### src/rtl/pipe_hazard_ctrl.sv
// pipe_hazard_ctrl: load-use/MDU stall and MEM-stage exception flush control; PIPE_HAZARD_CTRL_PERF_EN adds stall_cnt/flush_cnt.
module pipe_hazard_ctrl #(
    parameter int MULT_LAT = 4,
    parameter int DIV_LAT  = 32,
    parameter int CNT_W    = 6
) (
    input  logic         clk,
    input  logic         rst,
    input  logic [4:0]   id_rs,
    input  logic [4:0]   id_rt,
    input  logic         id_use_rt,
    input  logic         id_mdu_read,
    input  logic [4:0]   ex_rw,
    input  logic         ex_regWr,
    input  logic [1:0]   ex_memtoreg,
    input  logic         ex_mdu_start,
    input  logic         ex_mdu_div,
    input  logic         mem_exc,
    input  logic         mem_eret,
    output logic         pc_stall,
    output logic         if_id_stall,
    output logic         if_id_flush,
    output logic         id_ex_flush,
    output logic         ex_mem_flush,
    output logic         pc_sel_exc,
    output logic         mdu_busy,
`ifdef PIPE_HAZARD_CTRL_PERF_EN
    output logic [1:0]   cp0bubble,
    output logic [31:0]  stall_cnt,
    output logic [31:0]  flush_cnt
`else
    output logic [1:0]   cp0bubble
`endif
);
    localparam logic [1:0] RUN       = 2'd0;
    localparam logic [1:0] MDU_BUSY  = 2'd1;
    localparam logic [1:0] EXC_FLUSH = 2'd2;
    localparam logic [CNT_W-1:0] MUL_LD = CNT_W'(MULT_LAT - 1);
    localparam logic [CNT_W-1:0] DIV_LD = CNT_W'(DIV_LAT - 1);

    logic [1:0]       state, state_n;
    logic [CNT_W-1:0] cnt, cnt_n, ld;
    logic             active, lu, exc, stall, flushing;

    always_comb begin
        active   = ~rst & (state != EXC_FLUSH);
        flushing = ~rst & (state == EXC_FLUSH);
        lu       = ex_regWr & (ex_memtoreg == 2'b01) & (ex_rw != 5'd0) &
                   ((ex_rw == id_rs) | (id_use_rt & (ex_rw == id_rt)));
        exc      = active & (mem_exc | mem_eret);
        // exception redirect overrides every stall source
        stall    = active & ~exc & (lu | ((state == MDU_BUSY) & id_mdu_read));
        ld       = ex_mdu_div ? DIV_LD : MUL_LD;
        state_n  = (state == EXC_FLUSH) ? RUN :
                   exc ? EXC_FLUSH :
                   ((state == RUN) & ex_mdu_start & (ld != '0)) ? MDU_BUSY :
                   ((state == MDU_BUSY) & (cnt == CNT_W'(1))) ? RUN : state;
        cnt_n    = ((state == EXC_FLUSH) | exc) ? '0 :
                   ((state == RUN) & ex_mdu_start) ? ld :
                   (state == MDU_BUSY) ? cnt - CNT_W'(1) : cnt;
    end

    assign pc_stall     = stall;
    assign if_id_stall  = stall;
    assign id_ex_flush  = stall | exc;
    assign ex_mem_flush = exc;
    assign pc_sel_exc   = exc;
    assign if_id_flush  = exc | flushing;
    assign mdu_busy     = ~rst & (cnt != '0);

    always_ff @(posedge clk or posedge rst) begin
        if (rst) begin
            state     <= RUN;
            cnt       <= '0;
            cp0bubble <= 2'b00;
        end else begin
            state     <= state_n;
            cnt       <= cnt_n;
            cp0bubble <= exc ? 2'b11 : 2'b00;
        end
    end

`ifdef PIPE_HAZARD_CTRL_PERF_EN
    always_ff @(posedge clk or posedge rst) begin
        if (rst) begin
            stall_cnt <= '0;
            flush_cnt <= '0;
        end else begin
            stall_cnt <= stall_cnt + {31'd0, stall};
            flush_cnt <= flush_cnt + {31'd0, exc};
        end
    end
`else
`endif
endmodule
### config.mk
export PLATFORM = sky130hd
export DESIGN_NAME = pipe_hazard_ctrl
export DESIGN_NICKNAME = d
export VERILOG_FILES = /design/src/rtl/pipe_hazard_ctrl.sv
export SDC_FILE = /design/constraint.sdc
export NUM_CORES = 1
export LEC_CHECK = 0
export ABC_AREA = 1
export CAP_MARGIN = 0
export CORE_UTILIZATION = 38
export DETAILED_ROUTE_END_ITERATION = 7
export GPL_ROUTABILITY_DRIVEN = 0
export GPL_TIMING_DRIVEN = 0
export HOLD_SLACK_MARGIN = 0.05
export PLACE_DENSITY = 0.75
export SYNTH_ARGS = -nofsm -noshare
export SYNTH_HDL_FRONTEND = slang
export SYNTH_SLANG_ARGS = --single-unit
### constraint.sdc
create_clock -name clk -period 1.3 [get_ports clk]
set_input_delay 0.26 -clock clk [delete_from_list [all_inputs] [get_ports clk]]
set_output_delay 0.26 -clock clk [all_outputs]
set_load 0.01 [all_outputs]
==> reports/qor.txt, run 1 <==
Status: finished with violations
Failing checks: setup timing
Layout cell share with drive strength beyond 1: 0.417
Die width: 49.0 µm
Nets: 217
Top cells by area, synth: dfrtp_1, nand2_1, inv_1
Met2 Wirelength: 1440 µm
CTS Sinks: 9
First-pass GRT wire length: 4150 µm
Pin count of the biggest net entering global routing: 11
Mapped cell area: 840 µm²
Post-synth top flop: dfrtp_1
Minimum clock period: 1.63 ns
IO buf count: 34
Final ANT Viol Nets: 0
Grt ovf: 0
Synthesized flop and latch total: 9
Syn. warnings: 0
Count leader, synth: nand2_1
Clock-pin slew on the worst setup and hold paths: 0.06 ns
Met3 WL: 127 µm
Final Skew: 0.000321 ns
Final Cycle Share: 1.25
Longest Clk Path Bufs: 2
Initial antenna violation count: 0
Starting DRT DRC Count: 35
Wire length per cell: 13.5 µm
Core area: 2020 µm²
Max VDD drop: 1.21 mV
Multi-input gate area: 614 µm²
Net Count, Synth: 162
Total CTS buffers: 3
Fill cell count: 146
Area of the die: 2400 µm²
Layout Utilization: 0.739
CTS tree: yes
Critical Path RT: 1.04 ns
Worst setup EP type: primary output
Rows: 16
Crit path arrival time: 1.37 ns
Leakage: 0.000823 µW
Hold Path Class: in -> async
Register area: 226 µm²
CP max FO: 3
Ant. Diodes: 0
Highest Signal Layer: met4
DRT met1 WL: 1240 µm
Hold-fix buffers, CTS: 0
Syn Inst Count: 133
EDFF count, synth: 0
Setup Total Neg Slack: -3.33 ns
Crit start category: register
Fin area: 1490 µm²
Final hold violation count: 0
Via Count: 1,068
Final setup fails: 15
Share of the synthesized area in the top cell type: 0.268
Synth area leader: dfrtp_1
Pwr/cell area: 1850 nW/µm²
Syn-to-layout area delta: 77.9%
Hold_ws: 0.191 ns
Starting Density: 0.415
Post-synth top cells: nand2_1, inv_1, nor2_1, dfrtp_1, nand3_1
Async SR Flop Fraction: 1.00
Worst-Margin Slew: 0.562 ns
Slew HR: 0.623
DRC: 0
Max Cap Viol: 0
DP HPWL: 1720 µm
Setup CP Type: reg -> out
Setup WS post-layout: -0.327 ns
GRT Resource Usage Total: 0.232
Final Power: 2770 µW
Htree depth: 1
Max frequency: 615 MHz
Clock insertion delay at the later pin of the skew report: 0.29 ns
Detailed Route WL: 2890 µm
Die boundary height: 49.0 µm
Root Buffer: clkbuf_4
Register area share after synthesis: 0.268
Pre-Repair DR Iteration Count: 4
DR vias/cell: 4.99
Ports: 35
Vias in the first global route: 985
RSZ-0062 raised after global routing: true
Synth Area per Inst: 6.31 µm²
DP Area: 1220 µm²
Synth cell types: 24
Slew Limit Fails: 0
-- routing by layer --
metal	vias up	GRT usage
met4	0	0.108
met5	-	0
met3	9	0.0592
met2	32	0.412
li1	522	-
met1	505	0.257
-- placed cells by master (no fill, tap or decap), types with 2 or more instances in the layout --
master and instances:
nor2_2 5, nand2_2 3, nand2_4 3, dlygate4sd2_1 12
nand3_2 4, clkdlybuf4s50_1 6, clkbuf_4 3, dlymetal6s2s_1 2
buf_2 4, buf_4 13, a31oi_1 3, inv_1 21
clkdlybuf4s15_1 3, a21oi_1 2, nor2_1 6, nor2_4 4
a21oi_2 2, dfrtp_1 8, inv_2 9, o21ai_2 2
o22ai_2 4, nand2_1 33, nand3_1 2, nand4_1 3
nor3_1 4, clkbuf_2 4, buf_6 8
-- per-stage QoR --
step	cells	setup WS [ns]
global route	214	-0.394
global placement	194	-1.05
floorplan	133	0.0135
CTS	210	-0.353
detailed placement	194	-1.06
finish	214	-0.327
-- power by group --
group	internal (µW)	switching (µW)
combinational	919	1080
sequential	396	133
clock	120	124
-- layout make-up --
cell class	count	area share
Timing Repair Buffer	51	0.301
Multi-Input combinational cell	89	0.411
Buffer	2	0.0126
Tap cell	27	0.0226
Sequential cell	9	0.152
Inverter	32	0.0838
Clock buffer	4	0.0176
-- critical path, stage by stage, from the launching register on --
cell	delay [ns]
dfrtp_1	0.39
inv_2	0.12
nand2_4	0.08
nand2_4	0.08
nor2_4	0.05
buf_6	0.12
inv_2	0.04
nand2_1	0.06
buf_2	0.14
-- path summary, 6_finish.rpt --
| check | slack [ns] | depth (start not counted) | endpoint | startpoint |
|---|---|---|---|---|
| max | -0.33 | 8 | id_ex_flush | state[0] |
| max reg2reg | -0.32 | 10 | cnt[5] | state[0] |
| min reg2reg | 0.61 | 2 | state[0] | state[0] |
| min | 0.19 | 3 | state[1] | rst |
| max in group asynchronous | 0.95 | 3 | state[1] | rst |
| min in group clk | 0.61 | 2 | state[0] | state[0] |
-- registers in the layout, indices dropped and copies added (netlist names) --
register	cells
state	2
cp0bubble	1
cnt	6
-- timing repair --
action | in CTS | in global routing
resized for setup | 67 | 42
setup buffers | 12 | 5
pin swaps | 14 | 9
setup endpoints to repair | 17 | 15
endpoints found under the hold margin | 0 | 0
-- cells by family (layout without fill, tap and decap cells) --
kind of cell,Yosys count,in the layout,share of synthesized area
compound gates,15,15,0.109
simple gates,70,70,0.396
xor+xnor,1,1,0.0104
buf+inv,35,89,0.171
flops,9,9,0.268
fa+ha+maj,3,3,0.0447
Power figures use the tool's default switching activity.
==> inputs of run 2 (changes only) <==
CTS_BUF_LIST = sky130_fd_sc_hd__clkbuf_4 sky130_fd_sc_hd__clkbuf_8 sky130_fd_sc_hd__clkbuf_16   (was default)
CTS_CLUSTER_DIAMETER = 100   (was default)
==> run 2 against run 1 <==
Compared with the run above: critical path depth shrank 1; highest routed layer unchanged; power shrank 1.5%; the run still ends with setup timing left; global-route usage grew 0.33 points; count of clock-buffer cells in the layout is the same; largest cell class unchanged; combinational power shrank 3%; sequential cell count is the same; clock skew grew 0.0036 ns; critical path type unchanged; die area is the same.
==> reports/qor.txt, run 2 (synthesis results as in run 1) <==
Worst-Margin Slew: 0.489 ns
Clock-pin slew on the worst setup and hold paths: 0.06 ns
Failing checks: setup timing
Leakage: 0.000828 µW
CTS Sinks: 9
Wire length per cell: 12.7 µm
Cell Count Post-Placement: 194
Layout Utilization: 0.741
Final Cycle Share: 1.25
CP max FO: 3
Switching Power: 1280 µW
Hold-fix buffers, CTS: 0
Clock insertion delay at the later pin of the skew report: 0.28 ns
Worst setup EP type: primary output
RSZ-0062 raised after global routing: true
Starting Density: 0.415
Rows: 16
Syn-to-layout area delta: 78.4%
Setup WS post-layout: -0.319 ns
RR Endpoint: cnt[5]
Max VDD drop: 1.18 mV
Starting DRT DRC Count: 14
Status: finished with violations
Final setup fails: 15
Placement Setup Slack: -1.06 ns
Final ANT Viol Nets: 0
Largest Register: cnt
Max Cap Viol: 0
Core area: 2020 µm²
Minimum clock period: 1.62 ns
Most frequent cells in the layout: nand2_1, inv_1, buf_4, dlygate4sd2_1
P_int: 1450 µW
First-pass GRT wire length: 4220 µm
Htree depth: 1
Setup CP Type: reg -> out
Vias in the first global route: 998
Clock power frac: 0.095
FF-to-FF setup slack: -0.26 ns
Total CTS buffers: 3
Net Sw Frac: 0.468
Layout cell share with drive strength beyond 1: 0.417
Via Count: 1,053
Final Power: 2730 µW
Most common cell after layout, fill and taps aside: nand2_1
Slew HR: 0.671
IO buf count: 34
Multi-input gate area: 614 µm²
DP HPWL: 1720 µm
Crit start category: register
Max reg flops: 6
Register area: 226 µm²
Die boundary height: 49.0 µm
CTS tree: yes
Detailed Route WL: 2710 µm
Initial antenna violation count: 0
Slew Limit Fails: 0
Combinational fraction of design power: 0.714
Pre-Repair DR Iteration Count: 4
Reg2reg path depth: 10
GRT Resource Usage Total: 0.235
Final hold violation count: 0
Crit path arrival time: 1.36 ns
Grt ovf: 0
Pin count of the biggest net entering global routing: 11
Pwr/cell area: 1820 nW/µm²
Fill cell count: 146
Root Buffer: clkbuf_4
Ports: 35
Area of the die: 2400 µm²
Largest registers: cnt: 6 flops, state: 2 flops, cp0bubble: 1 flops
DRC: 0
Sequential fraction of design power: 0.192
Nets: 217
Longest Clk Path Bufs: 2
Max frequency: 618 MHz
Final std cells w/o fill: 214
Final Skew: 0.00388 ns
Hold Path Class: in -> async
Die width: 49.0 µm
Critical Path RT: 1.04 ns
Ant. Diodes: 0
DR vias/cell: 4.92
FF-to-FF Start: state[0]
[run 2: cell count changes in the layout (fill, tap and decap cells not counted)]
cell,change
inv_2,-1
clkbuf_4,+1
inv_1,+1
clkbuf_1,-1
[run 2: repair_timing]
item | CTS | global route
gates resized for setup | 67 | 41
pin swaps | 14 | 10
setup endpoints to repair | 17 | 15
buffers inserted | 12 | 5
[run 2: per-layer routing]
layer	GRT usage	up-vias	part of all wire	wire [µm]
met3	0.0592	13	0.053	143
met4	0.108	0	0.048	131
met2	0.419	43	0.50	1360
met5	0	-	0	0
met1	0.261	478	0.40	1080
li1	-	519	-	-
[run 2: final cells by class]
type,instances,share of cell area
multi-input combinational,89,0.410
tap,27,0.0226
clock buffer,4,0.0201
sequential,9,0.151
timing repair buffer,51,0.300
buffer,2,0.0125
inverter,32,0.0835
[run 2: how the worst max path moves through the flow]
stage / end / from / slack (ns)
5_1_grt: pc_stall / state[1] / -0.40
6_report: id_ex_flush / state[1] / -0.32
2_1_floorplan: pc_stall / state[1] / 0.01
4_1_cts: pc_stall / state[1] / -0.35
3_5_place_dp: pc_stall / rst / -1.06
3_3_place_gp: pc_stall / rst / -1.05
[run 2: critical path, stage by stage (launching register included)]
cell and delay, ns:
dfrtp_2 0.44, nand2_4 0.10, nand2_4 0.06, nor2_4 0.13, buf_6 0.12, inv_2 0.03, nand2_1 0.06, buf_2 0.13
[run 2: metrics by stage]
step	setup TNS (ns)	hold WS (ns)	area, µm²
after global routing	-4.03	0.221	1500
after floorplan	0	0.0553	843
final	-3.09	0.196	1500
after CTS	-2.63	0.166	1350
after detailed placement	-10.49	0.548	1220
after global placement	-9.94	0.531	1220
[run 2: power groups by stage]
stage	clock, µW	combinational [µW]	sequential, µW
floorplan	0	822	484
global placement	0	1140	495
detailed placement	0	1190	497
CTS	258	1470	494
global route	282	2100	536
finish	258	1950	523
==> inputs of run 3 (changes only) <==
CORE_UTILIZATION = 45   (was 38)
PLACE_DENSITY = 0.85   (was 0.75)
clock period = 1.9 ns   (was 1.3 ns; I/O delays follow)
==> run 3 against run 2 <==
Compared with the run above: the run now ends clean; count of clock-buffer cells in the layout unchanged; global-route usage decreased by 2.0 points; non-clock buffer count decreased by 11; setup slack improved by 0.39 ns; clock power decreased by 39%; power decreased by 52%; critical path depth increased by 3; via count decreased by 11%.
==> reports/qor.txt, run 3 (synthesis results as in run 1) <==
Max VDD drop: 0.698 mV
Crit start category: primary input
Most frequent cells in the layout: nand2_1, inv_1, dlygate4sd2_1, nor2_1, dfrtp_1
Critical Path RT: 1.52 ns
FF-to-FF setup slack: 0.54 ns
IO buf count: 34
Area of the die: 2040 µm²
DRC: 0
Final Cycle Share: 0.960
Worst setup EP type: primary output
Minimum clock period: 1.82 ns
Status: finished, final reports clean
Nets: 206
Final hold violation count: 0
Clock insertion delay at the later pin of the skew report: 0.26 ns
Hold Path Class: in -> async
Pre-Repair DR Iteration Count: 4
Critical path's largest stage delay: 0.47 ns
Largest Register: cnt
Detailed Route WL: 2090 µm
Die boundary height: 45.2 µm
Most common cell after layout, fill and taps aside: nand2_1
Core area: 1750 µm²
CTS Sinks: 9
Starting Density: 0.481
Clock-pin slew on the worst setup and hold paths: 0.06 ns
Via Count: 939
Setup CP Type: in -> out
Initial antenna violation count: 0
Largest registers: cnt: 6 flops, state: 2 flops, cp0bubble: 1 flops
Grt ovf: 0
DP HPWL: 1720 µm
Slew HR: 0.782
GRT Resource Usage Total: 0.215
Rows: 15
Final setup fails: 0
Syn-to-layout area delta: 50.4%
Ports: 35
Root Buffer: clkbuf_4
Crit path arrival time: 1.44 ns
Pwr/cell area: 1040 nW/µm²
Pin count of the biggest net entering global routing: 10
Final Skew: 0.00555 ns
DR vias/cell: 4.67
Die width: 45.2 µm
Slew Limit Fails: 0
First-pass GRT wire length: 3170 µm
Vias in the first global route: 793
Max frequency: 548 MHz
Setup Total Neg Slack: 0 ns
Crit-path cells: clkdlybuf4s50_1 -> inv_1 -> nand4_1 -> inv_1 -> nand2_1 -> nand2_1 -> nand2_2 -> inv_2 -> buf_6 -> buf_6
CTS tree: yes
Hold-fix buffers, CTS: 0
Starting DRT DRC Count: 19
CP max FO: 2
Htree depth: 1
Ant. Diodes: 0
Max Cap Viol: 0
Worst-Margin Slew: 0.324 ns
Leakage: 0.000749 µW
Hold_ws: 0.413 ns
Final ANT Viol Nets: 0
Layout cell share with drive strength beyond 1: 0.233
Slowest cell on the critical path: clkdlybuf4s50_1
Max reg flops: 6
Wire length per cell: 10.4 µm
Longest Clk Path Bufs: 2
Total CTS buffers: 3
run 3: final timing paths:
check | end | depth (start not counted) | startpoint
max | pc_stall | 10 | ex_memtoreg[1]
min | cp0bubble[0] | 4 | rst
max reg2reg | cnt[5] | 9 | state[0]
min reg2reg | cnt[5] | 2 | cnt[5]
max in group asynchronous | cnt[5] | 4 | rst
min in group clk | cnt[5] | 2 | cnt[5]
run 3: worst max-delay path: cells and delay by family:
family	cells	cell delay, ns
and+or+nand+nor	4	0.26
buffers and inverters	6	0.82
run 3: layout make-up:
class | count | area (µm²)
clock buffer | 4 | 30.0
timing repair buffer | 39 | 339
tap | 25 | 31.3
inverter | 32 | 125
sequential | 9 | 225
multi-input combinational | 89 | 485
fill | 146 | 483
buffer | 3 | 26.3
run 3: metal layers:
metal,up-vias,routed length [µm],part of all wire,track usage
li1,497,-,-,-
met2,27,1040,0.50,0.374
met5,-,0,0,0
met4,0,23,0.011,0.0364
met3,4,85,0.041,0.0520
met1,411,943,0.45,0.272
run 3: power by group:
group	internal (µW)	leakage, µW	switching [µW]
registers	269	0.000117	63.2
clock network	94.9	0.0000184	63.0
logic	350	0.000613	474
total	714	0.000749	600
run 3: what timing repair did:
item,4_1_cts,5_1_grt
pin swaps,10,11
resized for setup,34,23
setup endpoints to repair,7,3
setup buffers,5,0
hold endpoints to repair,0,0
run 3: per-stage QoR:
| stage | cells | worst slack [ns] | power [µW] | instance area, µm² | utilization |
|---|---|---|---|---|---|
| after floorplan | 133 | 0.329 | 893 | 840 | - |
| after CTS | 201 | -0.0279 | 1310 | 1250 | 0.718 |
| after detailed placement | 192 | -0.728 | 1140 | 1210 | 0.694 |
| after global routing | 201 | -0.00800 | 1420 | 1260 | 0.723 |
| after global placement | 192 | -0.736 | 1110 | 1210 | 0.694 |
| final | 201 | 0.0755 | 1310 | 1260 | 0.723 |
